File: src/rtl/fifo_read_ctrl.sv
// rtl/fifo_read_ctrl.sv - read-side pointer, flag and CDC control for an async FIFO
//
// Purpose:
//   Owns the read pointer of a dual-clock FIFO. It brings the Gray-coded write
//   pointer into the read domain through a two-flop synchronizer, derives the
//   visible occupancy, and produces the memory read strobe/address plus the
//   empty, almost-empty and underflow status seen by the consumer.
//
// Ports:
//   r_clk          read-domain clock, all state changes on its rising edge
//   rreset         asynchronous active-high reset
//   flush          discard every entry currently visible to the read side
//   rd_enable      consumer read request
//   write_ptr_gray Gray write pointer from the write clock domain (async)
//   fifo_rd_enable memory read strobe (combinational)
//   rd_addr        memory read address, low PTR_WIDTH bits of read_ptr
//   rd_valid       memory data valid, one cycle after fifo_rd_enable
//   empty          registered empty flag
//   almost_empty   occupancy at or below AE_THRESH
//   underflow      one-cycle pulse after a read was rejected because empty
//   rd_count       entries visible to the read side
//   read_ptr       binary read pointer
//   read_ptr_gray  Gray read pointer, handed to the write-domain synchronizer

module fifo_read_ctrl #(
    parameter int DATA_WIDTH = 8,
    parameter int PTR_WIDTH  = 4,
    parameter int AE_THRESH  = 1
) (
    input  logic                 r_clk,
    input  logic                 rreset,
    input  logic                 flush,
    input  logic                 rd_enable,
    input  logic [PTR_WIDTH:0]   write_ptr_gray,
    output logic                 fifo_rd_enable,
    output logic [PTR_WIDTH-1:0] rd_addr,
    output logic                 rd_valid,
    output logic                 empty,
    output logic                 almost_empty,
    output logic                 underflow,
    output logic [PTR_WIDTH:0]   rd_count,
    output logic [PTR_WIDTH:0]   read_ptr,
    output logic [PTR_WIDTH:0]   read_ptr_gray
);

    // The data word width belongs to the write side; it is only sanity-checked
    // here so both halves of the FIFO share one parameter list.
    if (DATA_WIDTH < 1) begin : g_data_width_check
        $error("fifo_read_ctrl: DATA_WIDTH must be at least 1");
    end

    localparam logic [PTR_WIDTH:0] AE_LIMIT = (PTR_WIDTH+1)'(AE_THRESH);
    localparam logic [PTR_WIDTH:0] PTR_ONE  = {{PTR_WIDTH{1'b0}}, 1'b1};

    function automatic logic [PTR_WIDTH:0] to_gray(input logic [PTR_WIDTH:0] bin);
        return bin ^ (bin >> 1);
    endfunction

    // Two-flop synchronizer; these are the only flops that see write_ptr_gray.
    logic [PTR_WIDTH:0] wsync1;
    logic [PTR_WIDTH:0] wsync2;

    logic [PTR_WIDTH:0] wbin;
    logic [PTR_WIDTH:0] rptr_next;
    logic [PTR_WIDTH:0] rgray_next;

    // Gray to binary: bit i is the XOR of all Gray bits from the MSB down to i.
    always_comb begin
        wbin = '0;
        for (int i = 0; i <= PTR_WIDTH; i++) begin
            wbin[i] = ^(wsync2 >> i);
        end
    end

    assign fifo_rd_enable = rd_enable & ~empty & ~flush;

    // Flush jumps straight to the synchronized write pointer, dropping every
    // visible entry in one edge; it wins over a read request.
    always_comb begin
        rptr_next = read_ptr;
        if (flush) begin
            rptr_next = wbin;
        end else if (fifo_rd_enable) begin
            rptr_next = read_ptr + PTR_ONE;
        end
    end

    assign rgray_next = to_gray(rptr_next);

    always_ff @(posedge r_clk or posedge rreset) begin
        if (rreset) begin
            wsync1 <= '0;
            wsync2 <= '0;
        end else begin
            wsync1 <= write_ptr_gray;
            wsync2 <= wsync1;
        end
    end

    // Empty is judged on the pointer being loaded this edge, so reading the
    // last visible entry raises empty on the same edge that advances read_ptr.
    always_ff @(posedge r_clk or posedge rreset) begin
        if (rreset) begin
            read_ptr      <= '0;
            read_ptr_gray <= '0;
            empty         <= 1'b1;
            rd_valid      <= 1'b0;
            underflow     <= 1'b0;
        end else begin
            read_ptr      <= rptr_next;
            read_ptr_gray <= rgray_next;
            empty         <= (rgray_next == wsync2);
            rd_valid      <= fifo_rd_enable;
            underflow     <= rd_enable & empty & ~flush;
        end
    end

    assign rd_addr      = read_ptr[PTR_WIDTH-1:0];
    assign rd_count     = wbin - read_ptr;
    assign almost_empty = (rd_count <= AE_LIMIT);

endmodule

File: config.mk
export PLATFORM = sky130hd
export DESIGN_NAME = fifo_read_ctrl
export DESIGN_NICKNAME = d
export VERILOG_FILES = /design/src/rtl/fifo_read_ctrl.sv
export SDC_FILE = /design/constraint.sdc
export NUM_CORES = 1
export LEC_CHECK = 0
export BUFFER_PORTS_ARGS = -buffer_cell sky130_fd_sc_hd__buf_2
export CORE_UTILIZATION = 51
export DETAILED_ROUTE_END_ITERATION = 6
export HOLD_SLACK_MARGIN = 0.02
export PLACE_DENSITY = 0.78
export SYNTH_ARGS = -nofsm -noshare
export SYNTH_HDL_FRONTEND = slang
export SYNTH_SLANG_ARGS = --single-unit
File: constraint.sdc
create_clock -name r_clk -period 2.7 [get_ports r_clk]
set_input_delay 0.135 -clock r_clk [delete_from_list [all_inputs] [get_ports r_clk]]
set_output_delay 0.135 -clock r_clk [all_outputs]
set_load 0.005 [all_outputs]
==> impl_metrics.toml, run 1 <==
[detailed_routing]
dr.pass1.iters = 4
drtIter0Drc = 27
viasPerCell = 5.49
num_vias = 978
wl_per_cell_um = 15.3
ant_nets = 0
drc = 0
drt-total-wl_mm = 2.72

[min_path]
worstHoldPathType = "in2reg"
whs_endpoint = "rd_valid"
min_from = "flush"
hold_depth = 2

[finish]
area_growth_pct = 31.2
num-fill-cells = 153
nets = 166
layout-drive-gt1-share = 0.393
n_antenna_cell = 0

[timing]
tns_ns = -0.810
post-route-period-util = 1.16
setup_ws_ns = -0.420
slew_violations = 0
skew_ns = 0.00600
worst_pin_slew_ns = 0.809
rsz0062_at_grt = "true"
fin_crit_ns = 3.12
final-setup-viol-count = 3
slew_headroom = 0.460
hold_viol = 0
fmax_mhz = 320

[logic_synthesis]
ys_ff_latch = 22
synth_cells = 107
synthFlopType = "dfrtp_1"
synth-warning-count = 0
synth_edf_count = 0
ys_types = 38
synthTopCellsByArea = "dfrtp_1 42%, xor2_1 5.6%, xnor3_1 5.4%"
ys_seq_area_frac = 0.439
post-synth-top-count-cell = "dfrtp_1"
synth.top_cell.area_share = 0.418
synthArstFlopShare = 1.00
synth_area_mm2 = 0.00126
yosys-top-cells-count = "21 x dfrtp_1, 8 x xor2_1, 7 x inv_1, 7 x xnor2_1"
avgSynthCellArea_um2 = 11.8
synth_area_leader_cell = "dfrtp_1"
synth_nets = 122

[setup_path]
arrival_ns = 2.99
r2r_cells = 5
timing.rr.end = "empty"
critPathLaunchType = "flop"
ff2ff_setup_slack_ns = 0.68
path_max_fanout = 3
cp-end-kind = "primary output"
path_class = "reg2out"
crit_required_ns = 2.57
r2r_start = "read_ptr[0]"

[pwr]
power_frac_comb = 0.499
p_sw_w = 0.000501
swShare = 0.362
p_clk_frac = 0.184
p_int_w = 0.000885
finalPower_w = 0.00139
power.density_mw_per_mm2 = 840
irDropWorstVdd_mv = 0.628
p_leak_nw = 0.794
seqPwrFrac = 0.317

[clock_network]
clk_pin_slew_ns = 0.12
clockRootBuffer = "clkbuf_4"
cts_buffers = 3
clk_latency_ns = 0.31
htreeDepth = 1
cts.path.max_buffers = 2
cts_tree = "yes"
cts.sinks = 22

[floorplan]
coreArea_mm2 = 0.00228
row_count = 17
dieArea_mm2 = 0.00267
die_y_um = 51.7
io_pins = 33
initial_core_util = 0.553
die_w_um = 51.7

[grt]
antenna_found_initial = 0
grtUsageMet1 = 0.255
grt_pass1_vias = 964
grt_overflow = 0
grtUsageMet3 = 0.0351
grtUsageMet2 = 0.403
grtUsageTotal = 0.217
grt_max_degree = 23
busiest_layer = "met2"
grt_pass1_wl_mm = 4.26

[place]
hpwl_mm = 1.78
gp_congestion = 0.832
port_buffers = 32

[run_status]
violations = "negative setup slack"
outcome = "finished with violations"

[flow_run]
drv_cap = 0
-- power groups by stage --
stage	registers [W]	logic (W)	clock network (W)
floorplan	0.000437	0.000383	0
global placement	0.000440	0.000527	0
detailed placement	0.000444	0.000553	0
CTS	0.000439	0.000606	0.000256
global route	0.000449	0.000751	0.000271
finish	0.000439	0.000692	0.000255
-- flip-flops by register name, summed over array words and instances, names as in the netlist --
signal / flops
empty: 1
underflow: 1
wsync1: 5
read_ptr_gray: 4
rd_valid: 1
read_ptr: 5
wsync2: 5
-- worst max path at each step --
stage               depth (start not counted)  slack (ns)            to       from
floorplan                                   9       0.006  almost_empty  wsync2[4]
global placement                           10        0.05  almost_empty  wsync2[2]
detailed placement                         10        -0.1  almost_empty  wsync2[2]
CTS                                        10       -0.36  almost_empty  wsync2[3]
global route                                9       -0.54  almost_empty  wsync2[2]
finish                                      9       -0.42  almost_empty  wsync2[2]
-- per-stage QoR --
stage / cells / util / hold slack [ns] / setup slack (ns) / area, um^2
2_1_floorplan: 107 / - / 0.123 / 0.00580 / 1260
3_5_place_dp: 164 / 0.630 / 0.245 / -0.0984 / 1430
5_1_grt: 178 / 0.725 / 0.0698 / -0.535 / 1650
3_3_place_gp: 164 / 0.630 / 0.243 / 0.0518 / 1430
4_1_cts: 178 / 0.703 / 0.0489 / -0.361 / 1600
6_report: 178 / 0.725 / 0.0726 / -0.420 / 1650
-- cell type report --
class / count / area [um^2] / share of cell area
Clock buffer: 3 / 22.5 / 0.0136
Inverter: 8 / 30.0 / 0.0182
Timing Repair Buffer: 45 / 280 / 0.170
Sequential cell: 22 / 553 / 0.335
Tap cell: 28 / 35.0 / 0.0212
Multi-Input combinational cell: 71 / 699 / 0.424
Clock inverter: 1 / 30.0 / 0.0182
-- cells in the final DEF, fill, tap and decap left out, drive strengths merged, types with 2 or more instances in the layout --
cell type,Yosys,routed
dfrtp,21,21
mux2i,2,2
or3,2,2
a31oi,2,2
nand3,2,2
dlygate4sd3,0,6
mux2,2,2
xor3,2,2
ha,5,5
xnor3,3,3
nor3,3,3
clkbuf,0,3
a21oi,2,2
o21ai,4,4
inv,8,8
xor2,8,8
nand2,2,2
nor2b,2,2
xnor2,7,7
and3b,2,2
nand3b,3,3
nor2,4,4
and3,3,3
buf,6,39
-- per-layer routing --
layer	wire length (um)	share of wire
met2	1450	0.53
met3	119	0.044
met1	1110	0.41
met4	40	0.015
met5	0	0
-- worst max-delay path, cell delays in order, from the launching register on --
cell       delay, ns
dfrtp_1         0.39
xor3_2          0.48
buf_6           0.14
xor2_2          0.15
ha_1            0.27
nor2b_1         0.13
o21a_1          0.21
or3_4           0.36
a2111oi_4       0.37
buf_2           0.18
-- what timing repair did --
action | 4_1_cts | 5_1_grt
resized for setup | 7 | 7
endpoints found under the hold margin | 26 | 0
setup buffers | 4 | 0
hold buffers | 6 | 0
pin swaps | 6 | 2
setup endpoints to repair | 3 | 4
cloned | 0 | 0
-- cell families (layout without fill, tap and decap cells) --
| logic type | after synthesis | count (layout) | share of synthesized area |
|---|---|---|---|
| mux | 4 | 4 | 0.0438 |
| xor+xnor | 20 | 20 | 0.197 |
| compound gates | 14 | 14 | 0.0717 |
| simple gates | 27 | 27 | 0.125 |
| buf+inv | 14 | 57 | 0.0577 |
| fa+ha+maj | 6 | 6 | 0.0657 |
| flops | 22 | 22 | 0.439 |
Power figures use the tool's default switching activity.
==> run 2: changes to the inputs <==
--- a/config.mk
+++ b/config.mk
@@ -10,6 +10,7 @@
 export DETAILED_ROUTE_END_ITERATION = 6
 export HOLD_SLACK_MARGIN = 0.02
 export PLACE_DENSITY = 0.78
+export SETUP_SLACK_MARGIN = 0.05
 export SYNTH_ARGS = -nofsm -noshare
 export SYNTH_HDL_FRONTEND = slang
 export SYNTH_SLANG_ARGS = --single-unit
==> run 2 against run 1 <==
  * The run still ends with negative setup slack left
  * Final cell count rose by 1.7%
  * Worst setup slack improved by 0.071 ns
  * First-iteration DRC count fell by 44%
  * Sequential cell count stayed put
  * Critical endpoint unchanged
  * Maximum frequency up 2.3%
  * Cell area decreased by 0.30%
  * Critical path type unchanged
  * Utilization decreased by 0.22 points
  * Non-clock buffer count grew 3
  * Global-route usage grew 0.27 points
  * Clock power about the same
==> impl_metrics.toml, run 2 (synthesis gave the netlist of run 1 again) <==
[finish]
nets = 169
area_growth_pct = 30.8
seq_area_um2 = 552
most-common-layout-cells = "31 x buf_2, 21 x dfrtp_1, 10 x buf_4"
n_antenna_cell = 0
final_common_cell = "buf_2"
layout-drive-gt1-share = 0.386
final_util = 0.723
final_area_mm2 = 0.00165
reg_top3 = "read_ptr (5), wsync1 (5), wsync2 (5)"
multiInputGateArea_um2 = 674
num-fill-cells = 146

[detailed_routing]
ant_nets = 0
drtIter0Drc = 15
drt-total-wl_mm = 2.59
viasPerCell = 5.29
num_vias = 957
dr.pass1.iters = 4
wl_per_cell_um = 14.3
drc = 0

[floorplan]
dieArea_mm2 = 0.00267
initial_core_util = 0.553
die_y_um = 51.7
coreArea_mm2 = 0.00228
row_count = 17
die_w_um = 51.7
io_pins = 33

[timing]
rsz0062_at_grt = "true"
tns_ns = -0.601
final-setup-viol-count = 3
worst_pin_slew_ns = 0.812
hold_viol = 0
slew_headroom = 0.458
fmax_mhz = 328
post-route-period-util = 1.13
slew_violations = 0
fin_crit_ns = 3.05
holdWs_ns = 0.0710
setup_ws_ns = -0.349
skew_ns = 0.00538

[setup_path]
crit_family = "XOR/XNOR gates"
cp-end-kind = "primary output"
critPathMaxStageDelay_ns = 0.49
startpoint = "wsync2[4]"
path_class = "reg2out"
crit_required_ns = 2.57
path_max_fanout = 4
crit_path_top_delay_cell = "xor3_2"
path_buf_inv = 2
r2r_start = "read_ptr[0]"
critPathLaunchType = "flop"
cp_cell_sequence = "xor3_2 > xnor3_1 > ha_2 > inv_2 > fa_2 > a21o_1 > a21oi_2 > xnor2_2 > a2111oi_2 > buf_2"
arrival_ns = 2.91

[clock_network]
cts.path.max_buffers = 2
cts_buffers = 3
cts.sinks = 22
cts_tree = "yes"
clk_pin_slew_ns = 0.12
clockRootBuffer = "clkbuf_4"
htreeDepth = 1
clk_latency_ns = 0.31

[flow_run]
drv_cap = 0

[place]
port_buffers = 32
placed_area_mm2 = 0.00144
hpwl_mm = 1.78
gp_congestion = 0.781

[run_status]
violations = "negative setup slack"
outcome = "finished with violations"

[grt]
grt_overflow = 0
grt_pass1_wl_mm = 4.27
grtUsageTotal = 0.220
grt_pass1_vias = 978
grt_max_degree = 23
antenna_found_initial = 0

[min_path]
min_from = "flush"
worstHoldPathType = "in2reg"

[pwr]
power.density_mw_per_mm2 = 824
p_leak_nw = 0.807
finalPower_w = 0.00136
irDropWorstVdd_mv = 0.674
## run 2: cell count changes in the layout (fill, tap and decap cells not counted), sizes merged
cell,change
buf,+3
## run 2: repair_timing
item / in CTS / in global routing
pin swaps: 1 / 0
gates resized for setup: 7 / 1
hold endpoints to repair: 26 / 0
buffers inserted: 6 / 2
hold buffers: 6 / 0
endpoints found under the setup margin: 3 / 4
## run 2: report_power, final
group / switching, W / internal (W)
Sequential: 0.0000541 / 0.000383
Combinational: 0.000315 / 0.000351
Clock: 0.000102 / 0.000150
## run 2: worst paths after layout
kind | cells after the start | slack (ns) | end
min in group asynchronous | 3 | 0.51 | wsync1[0]
worst max register to register | 5 | 0.67 | empty
worst min-delay path | 2 | 0.07 | rd_valid
worst max-delay path | 10 | -0.35 | almost_empty
max in group asynchronous | 3 | 1.69 | wsync1[3]
worst min register to register | 0 | 0.37 | wsync2[1]
## run 2: per-stage QoR
stage	worst slack [ns]	cells
6_report	-0.349	181
3_5_place_dp	-0.0108	164
3_3_place_gp	0.0868	164
4_1_cts	-0.315	180
2_1_floorplan	0.0803	107
5_1_grt	-0.530	181
## run 2: metal layers
layer  share of wire  GRT usage  up-vias
met1            0.45      0.291      475
met4          0.0054     0.0631        0
li1                -          -      455
met5               0          0        -
met2            0.50      0.372       25
met3           0.041     0.0351        2
## run 2: area by class of cell
cell class,instances,share of cell area
inverter,8,0.0183
timing repair buffer,48,0.183
clock inverter,1,0.0183
sequential,22,0.335
multi-input combinational,71,0.410
clock buffer,3,0.0137
tap,28,0.0213
